## src/rtl/rr_arbiter_8_decode.sv

```systemverilog
// rr_arbiter_8_decode: round-robin arbiter for eight requesters.
//
// One requester at a time holds the resource. The winner is searched from the
// priority pointer upward with a 7->0 wrap. A grant is followed by one dead
// GAP cycle, so the one-hot grant vector is always zero for at least one cycle
// between two consecutive owners. The registered grant index and valid drive
// the 3-to-8 case decoder (dec3to8) that produces the one-hot grant.
//
// Optional feature, selected by the macro ARB_TIMEOUT_EN: a hold counter
// reclaims the resource after TIMEOUT grant cycles and pulses `timeout` for
// one cycle. Without the macro no counter is built, TIMEOUT is unused and
// `timeout` is tied low.
//
// Handshake contract: gnt_vld=1 means requester gnt_idx owns the resource in
// this cycle. The owner gives it back by pulsing done=1 or by dropping its
// req bit; either is sampled on the rising edge and gnt_vld is 0 after that
// edge. done is ignored whenever gnt_vld=0. gnt_idx keeps its last value
// while gnt_vld=0 and must always be qualified with gnt_vld.

module dec3to8 (
  input  logic [2:0] a,
  input  logic       en,
  output logic [7:0] y
);

  // One-hot decode of the index, all zeros while disabled.
  always_comb begin
    y = 8'd0;
    if (en) begin
      case (a)
        3'd0:    y = 8'b0000_0001;
        3'd1:    y = 8'b0000_0010;
        3'd2:    y = 8'b0000_0100;
        3'd3:    y = 8'b0000_1000;
        3'd4:    y = 8'b0001_0000;
        3'd5:    y = 8'b0010_0000;
        3'd6:    y = 8'b0100_0000;
        3'd7:    y = 8'b1000_0000;
        default: y = 8'd0;
      endcase
    end
  end

endmodule

module rr_arbiter_8_decode #(
  parameter int TIMEOUT = 15
) (
  input  logic       clk,
  input  logic       rst,
  input  logic [7:0] req,
  input  logic       done,
  output logic [2:0] gnt_idx,
  output logic       gnt_vld,
  output logic [7:0] gnt,
  output logic       timeout,
  output logic [1:0] dbg_state
);

  typedef enum logic [1:0] {
    IDLE  = 2'd0,
    GRANT = 2'd1,
    GAP   = 2'd2
  } state_t;

  state_t     state;
  logic [2:0] ptr;

  // Round-robin search results.
  logic       found;
  logic [2:0] winner;
  logic [2:0] cand;

  // Owner gives the resource back this cycle.
  logic       release_c;

`ifdef ARB_TIMEOUT_EN
  logic [7:0] hold_cnt;
  logic       hold_expire;
  logic       timeout_q;
`endif

  // First set request at or above ptr, wrapping 7->0; pointer slot wins ties.
  always_comb begin
    found  = 1'b0;
    winner = ptr;
    cand   = ptr;
    for (int i = 0; i < 8; i++) begin
      cand = ptr + 3'(i);
      if (!found && req[cand]) begin
        found  = 1'b1;
        winner = cand;
      end
    end
  end

  // done and a dropped request are the same event; both together is one release.
  assign release_c = done || !req[gnt_idx];

`ifdef ARB_TIMEOUT_EN
  // Counter reads TIMEOUT-1 during the last permitted grant cycle.
  assign hold_expire = (hold_cnt == 8'(TIMEOUT - 1));
`endif

  // Arbiter FSM: registered grant index/valid, pointer and optional hold counter.
  always_ff @(posedge clk) begin
    if (rst) begin
      state   <= IDLE;
      ptr     <= 3'd0;
      gnt_idx <= 3'd0;
      gnt_vld <= 1'b0;
`ifdef ARB_TIMEOUT_EN
      hold_cnt  <= 8'd0;
      timeout_q <= 1'b0;
`endif
    end else begin
`ifdef ARB_TIMEOUT_EN
      timeout_q <= 1'b0;
`endif
      case (state)
        IDLE: begin
          if (found) begin
            gnt_idx <= winner;
            gnt_vld <= 1'b1;
            state   <= GRANT;
`ifdef ARB_TIMEOUT_EN
            hold_cnt <= 8'd0;
`endif
          end
        end
        GRANT: begin
          if (release_c) begin
            gnt_vld <= 1'b0;
            ptr     <= gnt_idx + 3'd1;
            state   <= GAP;
          end
`ifdef ARB_TIMEOUT_EN
          else if (hold_expire) begin
            // Forced release; the pulse lands in the GAP cycle.
            gnt_vld   <= 1'b0;
            ptr       <= gnt_idx + 3'd1;
            state     <= GAP;
            timeout_q <= 1'b1;
          end else begin
            hold_cnt <= hold_cnt + 8'd1;
          end
`endif
        end
        GAP: begin
          state <= IDLE;
        end
        default: begin
          state   <= IDLE;
          gnt_vld <= 1'b0;
        end
      endcase
    end
  end

`ifdef ARB_TIMEOUT_EN
  assign timeout = timeout_q;
`else
  logic unused_timeout_param;
  assign unused_timeout_param = ^TIMEOUT;
  assign timeout = 1'b0;
`endif

  assign dbg_state = state;

  dec3to8 u_dec (
    .a  (gnt_idx),
    .en (gnt_vld),
    .y  (gnt)
  );

endmodule

```

## config.mk

```make
export PLATFORM = sky130hd
export DESIGN_NAME = rr_arbiter_8_decode
export DESIGN_NICKNAME = d
export VERILOG_FILES = /design/src/rtl/rr_arbiter_8_decode.sv
export SDC_FILE = /design/constraint.sdc
export NUM_CORES = 1
export LEC_CHECK = 0
export CAP_MARGIN = 20
export CELL_PAD_IN_SITES_DETAIL_PLACEMENT = 1
export CELL_PAD_IN_SITES_GLOBAL_PLACEMENT = 1
export CORE_MARGIN = 1
export CORE_UTILIZATION = 40
export DETAILED_ROUTE_END_ITERATION = 12
export GPL_ROUTABILITY_DRIVEN = 0
export HOLD_SLACK_MARGIN = 0.06
export PLACE_DENSITY = 0.85
export SLEW_MARGIN = 20
export SYNTH_ARGS = -nofsm -noshare
export SYNTH_HDL_FRONTEND = slang
export SYNTH_SLANG_ARGS = --single-unit
```

## constraint.sdc

```tcl
create_clock -name clk -period 5.3 [get_ports clk]
set_input_delay 0.795 -clock clk [delete_from_list [all_inputs] [get_ports clk]]
set_output_delay 0.795 -clock clk [all_outputs]
set_load 0.01 [all_outputs]
```

# Word-level counts from Yosys, hierarchy flattened
# Memories as Yosys holds them, arrays and structs flattened. A register that Yosys moved wholly into a read port is not among the register bits.
# Index checks and enable logic that the tools add are counted.
# totals
wordCells	90
out_inout_bits	15
romBits	64
register_bits	9
memories	1
# classes
n_eq_ne	4
n_reduce_logical	21
mux	42
add_sub_neg	8
n_lt_le_gt_ge	9
bitwise_logic	1
# memory_table
memory	depth	width	rd	rd_clocked_by_memory_dff	write_ports	line_no	source
(name not given)	8	8	1	1	0	30	case (a)
# ops
op	count
< comparator 3 x 4 -> 1 bit (second input constant)	9
binary-select mux 1 bit (select 3 bit)	9
two-way mux 3 bit	9
two-way mux 1 bit	19
adder 3 bit (second input constant)	4
logical NOT 1 bit	8
two-way mux 8 bit	1
logical AND 1 bit	7
adder 3 x 1 -> 3 bit (second input constant)	2
adder 3 x 2 -> 3 bit (second input constant)	2
AND reduction 2 bit	3
two-way mux 2 bit	2
inequality test 2 bit (second input constant)	2
case mux 2 bit (2 select lines)	1
case mux 1 bit (3 select lines)	1
AND reduction 3 bit	1
== test 2 x 1 -> 1 bit (second input constant)	1
== test 2 bit (second input constant)	1
logical NOT 2 bit	1
logical OR 1 bit	1
NOT 1 bit	1

# Longest topological paths before layout
# depth
word_depth	27
depth_mapped	13
mapped_depth_nobuf	10

# Cells and area by module
# Synthesis repeated with hierarchy kept, for this count alone.
# unflattened
cells_unflattened	145
hier_area_um2	1426.4
# modules_own_cells
module	seq_area_each_um2	instances	cells_each	area_each_um2
rr_arbiter_8_decode	180.2	1	137	1331.3
dec3to8	0.0	1	8	95.1

# Worst setup path after synthesis
# No wires, ideal clock.
# synth_timing
path_type	register to register
startpoint	register ptr[1]
endpoint	register with a tool-made name
t_arrival_ns	3.955
stages_incl_launch_ff	14
setup_time_ns	0.086
path_buffers	3
required_ns	5.214
setup_slack_ns	1.260
cell_sequence	dfxtp_1 -> buf_2 -> buf_1 -> inv_1 -> ha_1 -> clkbuf_1 -> mux4_2 -> mux2_2 -> or4b_4 -> or4b_4 -> and4_4 -> a221oi_4 -> inv_2 -> a211oi_1
# synth_rtl
element	line_no	source
start: declaration	67	logic [2:0] ptr;
start signal: assignment	134	ptr <= gnt_idx + 3'd1;

==> impl_summary.md <==
Run status
The run finished with clean final reports.

Synthesis
Synthesis produced a netlist whose cell count is 193. Of the synthesized area, sequential elements account for 0.195. The synthesized cell area is 1740 sq um.

The primary flip-flop cell chosen by synthesis mapping is sky130_fd_sc_hd__dfxtp_1. The mean instance size in the synthesized netlist is 9.04 sq um. The synthesized netlist net count is 207.

Of the post-synthesis cell area, the dominant cell type holds 0.195. The commonest cells after synthesis are sky130_fd_sc_hd__nand2_1, sky130_fd_sc_hd__dfxtp_1, sky130_fd_sc_hd__nor2_1. Counting flops with an async set or reset pin after synthesis yields a share of 0. The synthesized netlist contains 60 unique library cells. After synthesis, the cell types taking the most area are sky130_fd_sc_hd__dfxtp_1, sky130_fd_sc_hd__mux4_2, sky130_fd_sc_hd__mux2i_1. The count of flip-flops with a built-in enable after synthesis is 0. Yosys printed 0 warnings.

sky130_fd_sc_hd__nand2_1 is the most common cell in the netlist. In this run, synthesis produced a sequential element count of 17. Of all cell types, the one taking the most synthesized area is sky130_fd_sc_hd__dfxtp_1.

Clock network
The later pin in the worst-skew pair is clocked with a latency of ~0.26 ns. Counting the buffers created by CTS gives 3. The clock sink total is 17. The count of instances resized after the clock tree is built is 0. The clock transition at the registers of the reported paths is 0.07 ns. The count of H-tree levels built during CTS is 1. Once the clock tree was built, the setup fixing pass inserted 0 buffers.

The number of buffers inserted for hold repair after clock tree synthesis is 0. The number of buffers on the longest clock path is 2. The cell sitting at the root of the clock tree is a sky130_fd_sc_hd__clkbuf_8. TritonCTS built the clock tree.

Placed design
The number of placed instances, taps included, is 257. The total half-perimeter wirelength after legalization and detailed placement is around 4 mm. The setup slack at placement is 1.07 ns. The port buffer count is 24. Once placement finished, the instance area stood at 2000 sq um.

Detailed routing
The met3 layer wire length in the routed design is 117 um. In this run the top signal layer used is met4. For this block, the initial DRC count from the detailed router was 74. The via density per instance is 6.41. The DRC violations left is 0.

After detailed routing, the wire length on met1 is 2.21 mm. The number of iterations in the first detailed-routing pass is 4. Wires add up to 5.05 mm. The detail route stage leaves a number of antenna-violating nets equal to 0. In the final routed layout, each cell accounts on average for 19.3 um. The total number of vias is 1672. Wire segments on met2 add up to 2.63 mm in the final route.

Critical path
The worst reg-to-reg path cell count is 10. Data arrives at the worst endpoint at 4.25 ns. For flop-to-flop paths, the worst setup slack is around 1.2 ns. The timing startpoint of the critical path is ptr[0]. The reg-to-reg startpoint is ptr[0]. The setup path with the least slack is of type reg -> reg.

STA classifies the critical path startpoint as a flip-flop. At the worst endpoint, the required time is 5.46 ns. In this run the worst path has a maximum fanout of 11. The worst setup path is captured at a flip-flop.

Floorplanning
The die is 68.0 um tall. After floorplanning, the core was divided into 23 placement rows. The die is between 60 and 70 um wide. The die footprint is approximately 4600 sq um.

The initial utilization of the core area, before any placement, comes to 0.427. The count of boundary I/O pins is 26. The core region is 4090 sq um.

STA
The number of failing hold endpoints at the final stage is 0. Static timing analysis puts the maximum clock frequency at about 240 MHz. The max-slew headroom at the worst pin is 0.494.

Setup repair after global routing left no endpoint under its margin. The max-slew violation total from the final report is 0. Setup violations remaining at the end of the flow were counted as 0. Setup slack closes at 1.21 ns. The portion of the clock cycle consumed by the worst path in the final layout is 0.771. The routed design could run at a clock period as short as 4.09 ns.

Setup total negative slack on the finished layout was measured at 0 ns. The worst hold-check slack is 0.645 ns. The clock skew after layout is 0.00397 ns. At the pin with the least slew margin, the transition time is 0.757 ns.

Power and ir drop
The overall power consumption is 0.904 mW. The sequential cell fraction of total power is 0.220. The share of total power dissipated in the clock network is 0.110. IR analysis of the VDD net gives a maximum drop of 0.191 mV. Summed over all nets, the switching power comes to 0.418 mW.

The cell-internal power is 0.486 mW. The cell area power density is 441 nW/um^2. The switching share of power is 0.462. The analysis attributes to cell leakage a power of around 0.7 nW.

Of the total power, combinational logic draws 0.669.

Global route
The via count of the first global-routing pass was ~1700. Across every metal layer, demand over resource in global routing totals 0.245. The first-pass GRT wire length is between 8 and 9 mm.

The number of antenna violations at the first check in global routing is 0. The leftover overflow at the end of global routing is 0. The largest net degree at the start of global routing is 19.

Hold path
The min-delay analysis places its worst path in the category reg -> reg.

Final layout
The count of nets after finishing is 226. The flip-flop and latch area is between 300 and 400 sq um. In the final layout, the share of cells above drive strength 1 is 0.171. The final design utilization is 0.502.

The non-filler instance count after layout is approximately 260. Counting the fill cells in the layout gives between 400 and 500. The diode insertion count for antenna repair is 0. The synthesis-to-finish area growth is 17.5%. The final instance area is 2050 sq um. The multi-input combinational cells in the finished layout cover a total of 1320 sq um.

Flow run
The number of maximum-capacitance constraint violations is 0.
[worst max-delay path, stage by stage, from the launching register on]
cell                       delay, ns
sky130_fd_sc_hd__dfxtp_1        0.35
sky130_fd_sc_hd__clkinv_1       0.24
sky130_fd_sc_hd__ha_1           0.70
sky130_fd_sc_hd__mux2i_1        0.43
sky130_fd_sc_hd__mux4_2         0.40
sky130_fd_sc_hd__or4b_4         0.50
sky130_fd_sc_hd__or4b_4         0.54
sky130_fd_sc_hd__and4_4         0.19
sky130_fd_sc_hd__a221oi_4       0.33
sky130_fd_sc_hd__inv_2          0.08
sky130_fd_sc_hd__a211oi_1       0.22
[placed cells by master, fill, tap and decap left out, types with 7 or more instances in the layout]
master / n
sky130_fd_sc_hd__a21oi_1: 8
sky130_fd_sc_hd__and2_1: 8
sky130_fd_sc_hd__clkdlybuf4s50_1: 24
sky130_fd_sc_hd__dfxtp_1: 17
sky130_fd_sc_hd__mux2_2: 7
sky130_fd_sc_hd__mux2i_1: 10
sky130_fd_sc_hd__mux4_2: 13
sky130_fd_sc_hd__nand2_1: 18
sky130_fd_sc_hd__nor2_1: 16
[layer usage]
layer  vias to the layer above  GRT usage
met5                         -          0
met4                         0     0.0573
met3                        11     0.0433
met2                        36      0.445
met1                       847      0.296
li1                        778          -
[layout make-up]
| type | count | share of cell area |
|---|---|---|
| multi-input cells | 156 | 0.642 |
| flip-flops and latches | 17 | 0.166 |
| repair buffers | 26 | 0.125 |
| well taps | 50 | 0.0305 |
| clock buffers | 3 | 0.0201 |
| inverters | 8 | 0.0147 |
| clock inverters | 1 | 0.00244 |
[logic make-up (layout without fill, tap and decap cells)]
kind of cell | Yosys count | count (layout) | share of synthesized area
other cells | 1 | 1 | 0.00215
flops | 17 | 17 | 0.195
buf+inv | 20 | 38 | 0.0509
fa+ha+maj | 3 | 3 | 0.0215
mux | 31 | 31 | 0.279
simple gates | 68 | 68 | 0.210
compound gates | 48 | 48 | 0.216
xor+xnor | 5 | 5 | 0.0251
[power groups by stage]
stage / clock network, mW / registers [mW] / logic [mW]
6_report: 0.0997 / 0.199 / 0.605
5_1_grt: 0.105 / 0.204 / 0.663
4_1_cts: 0.0996 / 0.199 / 0.602
3_5_place_dp: 0 / 0.201 / 0.599
3_3_place_gp: 0 / 0.198 / 0.579
2_1_floorplan: 0 / 0.190 / 0.447
[worst min-delay path by stage]
stage | startpoint | to | slack [ns] | depth (start not counted)
floorplan | dbg_state[0] | gnt_vld | 0.59 | 2
global placement | dbg_state[0] | gnt_vld | 0.58 | 2
detailed placement | dbg_state[0] | gnt_vld | 0.62 | 2
CTS | dbg_state[0] | gnt_vld | 0.64 | 2
global route | dbg_state[0] | dbg_state[0] | 0.67 | 1
finish | dbg_state[0] | gnt_vld | 0.64 | 2
Power figures use the tool's default switching activity.
